**config.mk**
```make
export PLATFORM = sky130hd
export DESIGN_NAME = tcp_rx_ctrl
export DESIGN_NICKNAME = d
export VERILOG_FILES = /design/src/rtl/tcp_rx_ctrl.sv
export SDC_FILE = /design/constraint.sdc
export NUM_CORES = 1
export LEC_CHECK = 0
export CAP_MARGIN = 20
export CORE_UTILIZATION = 30
export DETAILED_ROUTE_END_ITERATION = 6
export PLACE_DENSITY = 0.57
export REMOVE_ABC_BUFFERS = 1
export SLEW_MARGIN = 20
export SYNTH_ARGS = -nofsm -noshare
export SYNTH_HDL_FRONTEND = slang
export SYNTH_SLANG_ARGS = --single-unit
export TNS_END_PERCENT = 20
```
**constraint.sdc**
```tcl
create_clock -name clk -period 2.6 [get_ports clk]
set_clock_uncertainty 0.15 [all_clocks]
set_input_delay 0.52 -clock clk [delete_from_list [all_inputs] [get_ports clk]]
set_output_delay 0.52 -clock clk [all_outputs]
set_load 0.05 [all_outputs]
```
**src/rtl/tcp_rx_ctrl.sv**
```systemverilog
// tcp_rx_ctrl -- receive-side TCP control FSM.
//
// Sequences one parsed header at a time through the receive datapath:
// flow-CAM lookup, flow-ID allocation for new connections, flow-state
// memory read / calculation / write-back, and the new-flow fan-out
// (flow-state init, application notify, SYN-ACK enqueue).
//
// Ports:
//   clk, rst                          clock, synchronous active-high reset
//   rx_hdr_val/rdy, rx_tcp_flags      header handshake and TCP flags
//   read_flow_cam_val/hit             combinational CAM lookup
//   flowid_manager_avail/req          free flow-ID pool
//   ctrl_datap_save_*, store_flowid_* single-cycle datapath strobes
//   state_rd_req_val/rdy, _resp_val   flow-state reads {rx, tx, head, tail}
//   state_wr_req_val/rdy              flow-state writes {rx state, rx tail, tx head}
//   rx_sched_update_val/rdy           scheduler update
//   tcp_rx_dst_val/rdy                payload dispatch notification
//   new_flow_val/rdy                  flow-state init
//   app_new_flow_val/rdy              application notify
//   slow_path_send_pkt_enqueue_val/rdy SYN-ACK enqueue
//   drop_cnt, syn_stall_cnt           saturating statistics
module tcp_rx_ctrl #(
  parameter int unsigned CNT_W   = 16,
  parameter int unsigned SYN_BIT = 1
) (
  input  logic             clk,
  input  logic             rst,
  input  logic             rx_hdr_val,
  output logic             rx_hdr_rdy,
  input  logic [7:0]       rx_tcp_flags,
  output logic             read_flow_cam_val,
  input  logic             read_flow_cam_hit,
  input  logic             flowid_manager_avail,
  output logic             flowid_manager_req,
  output logic             ctrl_datap_save_input,
  output logic             ctrl_datap_save_flow_state,
  output logic             ctrl_datap_save_calcs,
  output logic             store_flowid_cam,
  output logic             store_flowid_manager,
  output logic             state_rd_req_val,
  input  logic [3:0]       state_rd_req_rdy,
  input  logic [3:0]       state_rd_resp_val,
  output logic [2:0]       state_wr_req_val,
  input  logic [2:0]       state_wr_req_rdy,
  output logic             rx_sched_update_val,
  input  logic             rx_sched_update_rdy,
  output logic             tcp_rx_dst_val,
  input  logic             tcp_rx_dst_rdy,
  output logic             new_flow_val,
  input  logic             new_flow_rdy,
  output logic             app_new_flow_val,
  input  logic             app_new_flow_rdy,
  output logic             slow_path_send_pkt_enqueue_val,
  input  logic             slow_path_send_pkt_enqueue_rdy,
  output logic [CNT_W-1:0] drop_cnt,
  output logic [CNT_W-1:0] syn_stall_cnt
);

  typedef enum logic [2:0] {
    S_IDLE,
    S_RD_REQ,
    S_RD_WAIT,
    S_CALC,
    S_WR,
    S_NEW_FLOW
  } state_e;

  // Masking the whole flag byte keeps every flag bit in use.
  localparam logic [7:0] SYN_MASK = 8'(1) << SYN_BIT;

  state_e           state_q, state_d;
  logic [3:0]       rd_acc_q, rd_acc_d;     // read requests accepted
  logic [3:0]       rd_resp_q, rd_resp_d;   // read responses seen
  logic [2:0]       wr_done_q, wr_done_d;
  logic             sched_done_q, sched_done_d;
  logic             dst_done_q, dst_done_d;
  logic [2:0]       nf_done_q, nf_done_d;   // {slow path, app, new flow}
  logic [CNT_W-1:0] drop_cnt_q, drop_cnt_d;
  logic [CNT_W-1:0] stall_cnt_q, stall_cnt_d;
  logic             drop_inc, stall_inc;
  logic             syn;
  logic [3:0]       rd_acc_all, rd_resp_all;

  assign syn           = |(rx_tcp_flags & SYN_MASK);
  assign rd_acc_all    = rd_acc_q | state_rd_req_rdy;
  assign rd_resp_all   = rd_resp_q | state_rd_resp_val;
  assign drop_cnt      = drop_cnt_q;
  assign syn_stall_cnt = stall_cnt_q;

  always_ff @(posedge clk) begin
    if (rst) begin
      state_q      <= S_IDLE;
      rd_acc_q     <= '0;
      rd_resp_q    <= '0;
      wr_done_q    <= '0;
      sched_done_q <= 1'b0;
      dst_done_q   <= 1'b0;
      nf_done_q    <= '0;
      drop_cnt_q   <= '0;
      stall_cnt_q  <= '0;
    end else begin
      state_q      <= state_d;
      rd_acc_q     <= rd_acc_d;
      rd_resp_q    <= rd_resp_d;
      wr_done_q    <= wr_done_d;
      sched_done_q <= sched_done_d;
      dst_done_q   <= dst_done_d;
      nf_done_q    <= nf_done_d;
      drop_cnt_q   <= drop_cnt_d;
      stall_cnt_q  <= stall_cnt_d;
    end
  end

  always_comb begin
    state_d      = state_q;
    rd_acc_d     = rd_acc_q;
    rd_resp_d    = rd_resp_q;
    wr_done_d    = wr_done_q;
    sched_done_d = sched_done_q;
    dst_done_d   = dst_done_q;
    nf_done_d    = nf_done_q;
    drop_inc     = 1'b0;
    stall_inc    = 1'b0;

    rx_hdr_rdy                     = 1'b0;
    read_flow_cam_val              = 1'b0;
    flowid_manager_req             = 1'b0;
    ctrl_datap_save_input          = 1'b0;
    ctrl_datap_save_flow_state     = 1'b0;
    ctrl_datap_save_calcs          = 1'b0;
    store_flowid_cam               = 1'b0;
    store_flowid_manager           = 1'b0;
    state_rd_req_val               = 1'b0;
    state_wr_req_val               = '0;
    rx_sched_update_val            = 1'b0;
    tcp_rx_dst_val                 = 1'b0;
    new_flow_val                   = 1'b0;
    app_new_flow_val               = 1'b0;
    slow_path_send_pkt_enqueue_val = 1'b0;

    // Outputs are held low while reset is asserted so that in-flight
    // handshakes are abandoned in the reset cycle itself.
    if (!rst) begin
      unique case (state_q)
        S_IDLE: begin
          if (rx_hdr_val) begin
            read_flow_cam_val = 1'b1;
            if (read_flow_cam_hit) begin
              rx_hdr_rdy            = 1'b1;
              ctrl_datap_save_input = 1'b1;
              store_flowid_cam      = 1'b1;
              rd_acc_d              = '0;
              rd_resp_d             = '0;
              state_d               = S_RD_REQ;
            end else if (syn) begin
              if (flowid_manager_avail) begin
                rx_hdr_rdy            = 1'b1;
                ctrl_datap_save_input = 1'b1;
                store_flowid_manager  = 1'b1;
                flowid_manager_req    = 1'b1;
                nf_done_d             = '0;
                state_d               = S_NEW_FLOW;
              end else begin
                stall_inc = 1'b1;
              end
            end else begin
              rx_hdr_rdy = 1'b1;
              drop_inc   = 1'b1;
            end
          end
        end

        S_RD_REQ: begin
          state_rd_req_val = 1'b1;
          rd_acc_d         = rd_acc_all;
          rd_resp_d        = rd_resp_all;
          if (&rd_acc_all) begin
            state_d = S_RD_WAIT;
          end
        end

        S_RD_WAIT: begin
          // Completion uses the live response bits so the strobe fires in
          // the same cycle the final response arrives.
          if (&rd_resp_all) begin
            ctrl_datap_save_flow_state = 1'b1;
            rd_acc_d                   = '0;
            rd_resp_d                  = '0;
            state_d                    = S_CALC;
          end else begin
            rd_resp_d = rd_resp_all;
          end
        end

        S_CALC: begin
          ctrl_datap_save_calcs = 1'b1;
          wr_done_d             = '0;
          sched_done_d          = 1'b0;
          dst_done_d            = 1'b0;
          state_d               = S_WR;
        end

        S_WR: begin
          state_wr_req_val    = ~wr_done_q;
          rx_sched_update_val = ~sched_done_q;
          tcp_rx_dst_val      = ~dst_done_q;
          // valid is the inverse of done, so done|rdy == done|(val&rdy).
          wr_done_d    = wr_done_q | state_wr_req_rdy;
          sched_done_d = sched_done_q | rx_sched_update_rdy;
          dst_done_d   = dst_done_q | tcp_rx_dst_rdy;
          if ((&wr_done_d) && sched_done_d && dst_done_d) begin
            wr_done_d    = '0;
            sched_done_d = 1'b0;
            dst_done_d   = 1'b0;
            state_d      = S_IDLE;
          end
        end

        S_NEW_FLOW: begin
          new_flow_val                   = ~nf_done_q[0];
          app_new_flow_val               = ~nf_done_q[1];
          slow_path_send_pkt_enqueue_val = ~nf_done_q[2];
          nf_done_d = nf_done_q | {slow_path_send_pkt_enqueue_rdy,
                                   app_new_flow_rdy, new_flow_rdy};
          if (&nf_done_d) begin
            nf_done_d = '0;
            state_d   = S_IDLE;
          end
        end

        default: begin
          state_d = S_IDLE;
        end
      endcase
    end
  end

  always_comb begin
    drop_cnt_d  = drop_cnt_q;
    stall_cnt_d = stall_cnt_q;
    if (drop_inc && (drop_cnt_q != '1)) begin
      drop_cnt_d = drop_cnt_q + CNT_W'(1);
    end
    if (stall_inc && (stall_cnt_q != '1)) begin
      stall_cnt_d = stall_cnt_q + CNT_W'(1);
    end
  end

endmodule
```
# Yosys cells after proc, flatten, opt, wreduce, memory -nomap -nowiden

Cells that the tools add are included.

Logic and storage cells: 136
Flip-flop bits (word level): 51

Equality and inequality tests: 18
Reduce and logical (&&, ||, !) cells: 16
Bitwise logic cells: 12
Muxes and demuxes: 79
$add $sub $neg: 2

Operators by type and width:

| operator              | number |
|---|---|
| $mux 1                | 52 |
| $mux 3                | 16 |
| $add 16x1->16 const B | 2 |
| $ne 16x16->1 const B  | 2 |
| $pmux 4 s3            | 2 |
| $ne 2x2->1 const B    | 9 |
| $pmux 3 s6            | 1 |
| $mux 4                | 4 |
| $pmux 3 s2            | 2 |
| $reduce_and 4->1      | 3 |
| $reduce_and 3->1      | 3 |
| $or 4x4->4            | 2 |
| $reduce_and 7->1      | 1 |
| $eq 3x2->1 const B    | 2 |
| $eq 3x3->1 const B    | 2 |
| $ne 3x3->1 const B    | 2 |
| $or 3x3->3            | 2 |
| $not 1->1             | 5 |
| $reduce_and 5->1      | 1 |
| $logic_and 1x1->1     | 4 |
| $pmux 1 s2            | 2 |
| $reduce_bool 2->1     | 2 |
| $eq 3x1->1 const B    | 1 |
| $logic_not 3->1       | 1 |
| other kinds (3)       | 4 |

# Logic depth before layout (Yosys ltp)

Gate-level depths: netlist (run 1).

Word-level depth: 7
Depth in mapped cells: 7
Mapped depth without buffers: 6

# Least setup slack after synthesis (run 1)

OpenSTA, ideal clock, no wires.

Path type: input to output
Start point: in rst
End point: out ctrl_datap_save_calcs
Slack: -0.590 ns
Arrival: 2.520 ns
Required time: 1.930 ns
Stages on the path: 3
Cells stage by stage: clkbuf_1 > clkbuf_1 > nor4b_1

Word-level cells in the longest chain between the ends: 1

RTL lines:

| element            | RTL line | source |
|---|---|---|
| start: declaration | 27       | `input logic rst,` |
| $mux 1             | 143      | `if (!rst) begin` |
| end: declaration   | 37       | `output logic ctrl_datap_save_calcs,` |

Every way passes these cells.

# Final worst setup path (run 1)

Start point: in rx_hdr_val
End point: out store_flowid_manager

Word-level cells in the longest chain between the ends: 3

RTL lines:

| element            | RTL line | source |
|---|---|---|
| start: declaration | 28       | `input logic rx_hdr_val,` |
| $mux 1             | 146      | `if (rx_hdr_val) begin` |
| $mux 1             | 144      | `unique case (state_q)` |
| $mux 1             | 143      |  |
| end: declaration   | 39       | `output logic store_flowid_manager,` |

Every way passes these cells.

==> run_results.csv, run 1 <==
group,metric,value,unit
clocking,cts_setup_buffers,0,
global_routing,first_global_vias,2381,
worst_setup_path,reg2reg_depth,5,
clocking,clk_latency,0.30,ns
power_and_ir_drop,p_per_area,456,nW/um2
logic_synthesis,ys_ff_latch,51,
worst_setup_path,slowest_stage,"clkdlybuf4s50_1",
floorplanning,die_width,95.5,um
floorplanning,core,8340,um2
global_routing,grt_start_max_net_pins,31,
power_and_ir_drop,p_leak,1.37,nW
logic_synthesis,synth_fa_ha_area_frac,0.00954,
final_layout,syn2layout_area_growth,48.0,%
sta,final_min_period_over_clock_period,0.973,
floorplanning,die_h,95.5,um
logic_synthesis,synth_area,2620,um2
clocking,clock-root-buffer,"clkbuf_8",
route,firstDrtPassIters,4,
logic_synthesis,yosys_most_used_dff,"dfxtp_1",
placed_design,hpwl,4930,um
worst_setup_path,cp-endpoint,"store_flowid_manager",
sta,max_slew_margin,0.659,
sta,setup_slack,0.0692,ns
placed_design,dp_cells,509,
sta,rsz0062_at_grt,"no",
placed_design,gp_congestion,0.757,
floorplanning,rows,33,
sta,whs,0.328,ns
final_layout,fillerInstances,810,
power_and_ir_drop,total_power,1.77,mW
clocking,clock-sinks,51,
clocking,clock_path_buffers,2,
worst_setup_path,crit_start,"rx_hdr_val",
logic_synthesis,synth_xor_area_frac,0.0467,
floorplanning,die-area,9120,um2
flow_run,maxCapViolCount,0,
worst_setup_path,cp.arrival,1.86,ns
worst_setup_path,cp_num_buf_inv,3,
logic_synthesis,ys_async_sr_fraction,0,
route,drc,0,
final_layout,final_area,3880,um2
worst_setup_path,critPathKind,"primary input to primary output",
sta,final-hold-violation-count,0,
global_routing,track_usage,0.152,
route,detail-route-antenna-nets,0,
final_layout,final_core_util,0.465,
logic_synthesis,yosysSeqAreaShare,0.389,
clocking,numCtsBuffers,5,
logic_synthesis,synthTopCellsByCount,"dfxtp_1 (51), nor2_1 (51), a21oi_1 (24)",
worst_setup_path,slowest_delay,0.50,ns
sta,drv_slew,0,
logic_synthesis,synthCells,323,
worst_setup_path,crit_family,"buffers and inverters",
worst_setup_path,start_kind,"primary input",
worst_setup_path,r2r-end,"drop_cnt[15]$_SDFFE_PP0P_",
outcome,status,"completed",
power_and_ir_drop,vdd_ir_drop_max,0.000176,V
sta,tns,0,ns
route,wl_per_cell,12.8,um
route,drt_iter0_drc,50,
sta,fin_crit,2.53,ns
logic_synthesis,synth_compound_area_frac,0.196,
logic_synthesis,synth_warnings,0,
logic_synthesis,synth_top_family_by_area,"simple AND/OR/NAND/NOR gates",
final_layout,drive_above_1_share,0.175,
clocking,clkTransAtPathRegs,0.09,ns
final_layout,layoutNonFillerInstCount,517,
final_layout,ff_latch_area,1030,um2
floorplanning,initial_utilization,0.315,
route,viasPerCell,5.03,
logic_synthesis,synth_edf_count,0,
sta,max_freq,0.395,GHz
final_layout,layout.nets,442,
worst_setup_path,path_cells,"clkdlybuf4s50_1, nor2b_2, nand2_1, nor2_1, buf_4, buf_12",
logic_synthesis,synth.area.top_cells,"dfxtp_1 (39%), nor2_1 (7.3%), a21oi_1 (4.6%)",
worst_setup_path,worst-path-stages,6,
global_routing,gr-total-overflow,0,
sta,setup_violations,0,
final_layout,multi_input_area,1540,um2
worst_hold_path,min_path_type,"register to register",
logic_synthesis,synth_area_leader_cell,"dfxtp_1",
floorplanning,ioPinCount,78,
placed_design,place_area,3730,um2
placed_design,io_buffers,70,
logic_synthesis,synth.avg_cell_area,8.12,um2
clocking,htreeDepth,2,
clocking,cts_tree,"done",
worst_setup_path,required,1.93,ns
global_routing,antenna_found_initial,0,
logic_synthesis,synth_cell_type_count,53,
worst_setup_path,rr_startpoint,"state_q[2]$_SDFFE_PP0P_",
sta,worstMarginPinSlew,0.498,ns
worst_setup_path,rrSetupSlack,0.36,ns
logic_synthesis,netlist.area_leader.share,0.389,
worst_setup_path,endpoint_kind,"primary output",
placed_design,dp_slack,-0.122,ns
logic_synthesis,synthSimpleGateAreaFrac,0.306,
route,drt_wl_total,6610,um
worst_hold_path,hold_depth,2,
global_routing,grt_pass1_wl,11000,um
worst_hold_path,min-delay-start,"rd_acc_q[2]$_SDFFE_PP0P_",
logic_synthesis,synthMuxAreaShare,0.0157,
route,vias,2598,
worst_setup_path,critPathMaxFanout,4,
final_layout,insertedDiodeCount,0,
## timing repair
item | in CTS | in global routing
hold buffers | 0 | 0
resized for setup | 4 | 9
setup endpoints to repair | 10 | 6
## where the power goes
part | leakage, nW | switching, mW | internal [mW]
clock | 0.0581 | 0.279 | 0.287
combinational | 0.900 | 0.201 | 0.174
sequential | 0.413 | 0.0206 | 0.808
## metal layers
layer  routed length (um)  vias to the layer above  global-route usage
met3                  196                        7              0.0287
met2                 3060                       42               0.254
met4                   90                        0              0.0585
met1                 3270                     1190               0.193
met5                    0                        -                   0
li1                     -                     1359                   -
## how the worst min path moves through the flow
stage,end,slack (ns)
floorplan,rd_acc_q[2]$_SDFFE_PP0P_,0.29
global route,state_q[1]$_SDFFE_PP0P_,0.34
CTS,rd_acc_q[2]$_SDFFE_PP0P_,0.33
global placement,rd_acc_q[2]$_SDFFE_PP0P_,0.30
detailed placement,rd_acc_q[2]$_SDFFE_PP0P_,0.31
finish,rd_acc_q[2]$_SDFFE_PP0P_,0.33
## cell families (layout without fill, tap and decap cells)
| family | after synthesis | in the layout |
|---|---|---|
| simple gates | 152 | 152 |
| compound gates | 79 | 79 |
| flops | 51 | 51 |
| buf+inv | 21 | 110 |
| xor+xnor | 14 | 14 |
| mux | 4 | 4 |
| fa+ha+maj | 2 | 2 |
## placed cells by master, fill, tap and decap left out, types with 6 or more instances in the layout
master	netlist	layout
dfxtp_1	51	49
a22oi_1	7	7
nor2_1	51	46
buf_12	0	17
nand4_1	8	8
nor3_1	12	10
buf_4	1	24
xnor2_1	11	11
or3_1	9	9
inv_1	8	8
nand2_1	22	22
clkdlybuf4s50_1	0	52
a21oi_1	24	24
and4_1	6	6
nand3_1	7	7
o21ai_0	14	14
and3_1	6	6
## registers in the layout, indices dropped and copies added, names as in the netlist
name and flops:
drop_cnt 16, dst_done_q 1, nf_done_q 3, wr_done_q 3, rd_resp_q 4, sched_done_q 1, state_q 3, syn_stall_cnt 16
rd_acc_q 4
## final cells by class
cell class	instances	area share
Timing Repair Buffer	94	0.269
Tap cell	105	0.0338
Clock buffer	5	0.0177
Inverter	8	0.00773
Multi-Input combinational cell	251	0.396
Clock inverter	3	0.0113
Sequential cell	51	0.264
## worst register-to-register path: cells and delay by family, from the launching register on
| kind | cells | cell delay [ns] |
|---|---|---|
| simple gates | 3 | 1.23 |
| compound gates | 2 | 0.42 |
| flops | 1 | 0.38 |
Note: power is estimated with default switching activity, not from simulation.
==> run 2: changes to the inputs <==
CELL_PAD_IN_SITES_DETAIL_PLACEMENT = 0   (was default)
CELL_PAD_IN_SITES_GLOBAL_PLACEMENT = 1   (was default)
CORE_UTILIZATION = 34   (was 30)
PLACE_DENSITY = 0.82   (was 0.57)
==> run_results.csv, run 2 (same netlist as run 1, synthesis figures left out) <==
group,metric,value,unit
outcome,status,"completed",
worst_setup_path,endpoint_kind,"primary output",
route,wl_met3,224,um
sta,max_slew_margin,0.647,
route,drt_iter0_drc,54,
clocking,clock_path_buffers,2,
final_layout,syn2layout_area_growth,46.7,%
clocking,clk_latency,0.29,ns
floorplanning,core,7370,um2
worst_setup_path,critPathKind,"primary input to primary output",
route,met1_length,3090,um
floorplanning,die_width,89.8,um
clocking,clock-sinks,51,
route,wl_per_cell,12.5,um
clocking,cts_setup_buffers,0,
final_layout,final_core_util,0.522,
worst_hold_path,min_path_type,"register to register",
final_layout,drive_above_1_share,0.166,
floorplanning,initial_utilization,0.356,
clocking,clock-root-buffer,"clkbuf_8",
clocking,clkTransAtPathRegs,0.09,ns
global_routing,grt_pass1_wl,10600,um
clocking,numCtsBuffers,5,
final_layout,final_cell_mix,"clkdlybuf4s50_1 (52), dfxtp_1 (49), nor2_1 (46), a21oi_1 (24), buf_4 (23)",
route,drc,0,
route,vias,2591,
sta,setup_violations,0,
worst_setup_path,critPathMaxFanout,5,
global_routing,grt_start_max_net_pins,29,
sta,max_freq,0.398,GHz
route,firstDrtPassIters,4,
sta,worstMarginPinSlew,0.516,ns
power_and_ir_drop,p_per_area,451,nW/um2
final_layout,insertedDiodeCount,0,
sta,rsz0062_at_grt,"no",
global_routing,antenna_found_initial,0,
floorplanning,rows,31,
final_layout,mostFrequentLayoutCell,"clkdlybuf4s50_1",
floorplanning,ioPinCount,78,
final_layout,layout.nets,441,
route,met2_length,2990,um
route,top_layer_used,"met4",
placed_design,io_buffers,70,
clocking,cts_tree,"done",
global_routing,first_global_vias,2329,
final_layout,fillerInstances,687,
worst_setup_path,cp.arrival,1.84,ns
clocking,htreeDepth,2,
global_routing,track_usage,0.156,
sta,fin_crit,2.51,ns
floorplanning,die_h,89.8,um
route,viasPerCell,5.09,
floorplanning,die-area,8070,um2
sta,whs,0.323,ns
sta,final_min_period_over_clock_period,0.967,
placed_design,gp_congestion,0.793,
power_and_ir_drop,total_power,1.74,mW
worst_setup_path,start_kind,"primary input",
sta,drv_slew,0,
sta,tns,0,ns
global_routing,gr-total-overflow,0,
sta,final-hold-violation-count,0,
placed_design,hpwl,4810,um
power_and_ir_drop,vdd_ir_drop_max,0.000190,V
route,drt_wl_total,6370,um
flow_run,maxCapViolCount,0,
route,detail-route-antenna-nets,0,
power_and_ir_drop,p_leak,1.36,nW
worst_setup_path,required,1.93,ns
==> run 2: changes by cell type in the layout (fill, tap and decap cells not counted), sizes merged <==
cell / previous run / this run
buf: 42 / 41
clkbuf: 5 / 6
clkinv: 2 / 0
==> run 2: per-stage QoR <==
step / worst slack, ns / cell area [um2] / instances
after global placement: -0.111 / 3720 / 502
final: 0.0861 / 3850 / 509
after global routing: 0.0161 / 3850 / 509
after CTS: -0.0160 / 3830 / 509
after floorplan: -0.333 / 2550 / 310
after detailed placement: -0.118 / 3720 / 502
==> run 2: final timing paths <==
path	from	endpoint	slack, ns	cells after the start
worst max-delay path	rx_hdr_val	flowid_manager_req	0.09	6
worst min-delay path	rd_acc_q[0]$_SDFFE_PP0P_	rd_acc_q[0]$_SDFFE_PP0P_	0.32	2
worst max register to register	state_q[1]$_SDFFE_PP0P_	drop_cnt[15]$_SDFFE_PP0P_	0.42	5
worst min register to register	rd_acc_q[0]$_SDFFE_PP0P_	rd_acc_q[0]$_SDFFE_PP0P_	0.32	2
==> run 2: critical path: stages <==
cell             delay [ns]
clkdlybuf4s50_1        0.50
nor2b_2                0.22
nand2_1                0.14
nor2_1                 0.17
buf_4                  0.16
buf_12                 0.13
==> run 2: metal layers <==
layer,track usage,up-vias
met2,0.261,45
li1,-,1355
met4,0.0560,0
met1,0.201,1187
met3,0.0296,4
met5,0,-
==> run 2: where the power goes <==
group / total, mW / internal, mW / switching (mW)
clock network: 0.533 / 0.282 / 0.251
registers: 0.828 / 0.808 / 0.0199
logic: 0.375 / 0.173 / 0.202
total: 1.74 / 1.26 / 0.472
==> run 2: what timing repair did <==
action / 4_1_cts / 5_1_grt
hold buffers: 0 / 0
endpoints found under the setup margin: 8 / 10
gates resized for setup: 4 / 7
==> run 2: cell type report <==
cell class / instances / area, um2 / share of cell area
Timing Repair Buffer: 93 / 1040 / 0.270
Clock buffer: 6 / 72.6 / 0.0188
Tap cell: 99 / 124 / 0.0322
Multi-Input combinational cell: 251 / 1530 / 0.398
Sequential cell: 51 / 1020 / 0.266
Inverter: 8 / 30.0 / 0.00780
Clock inverter: 1 / 30.0 / 0.00780
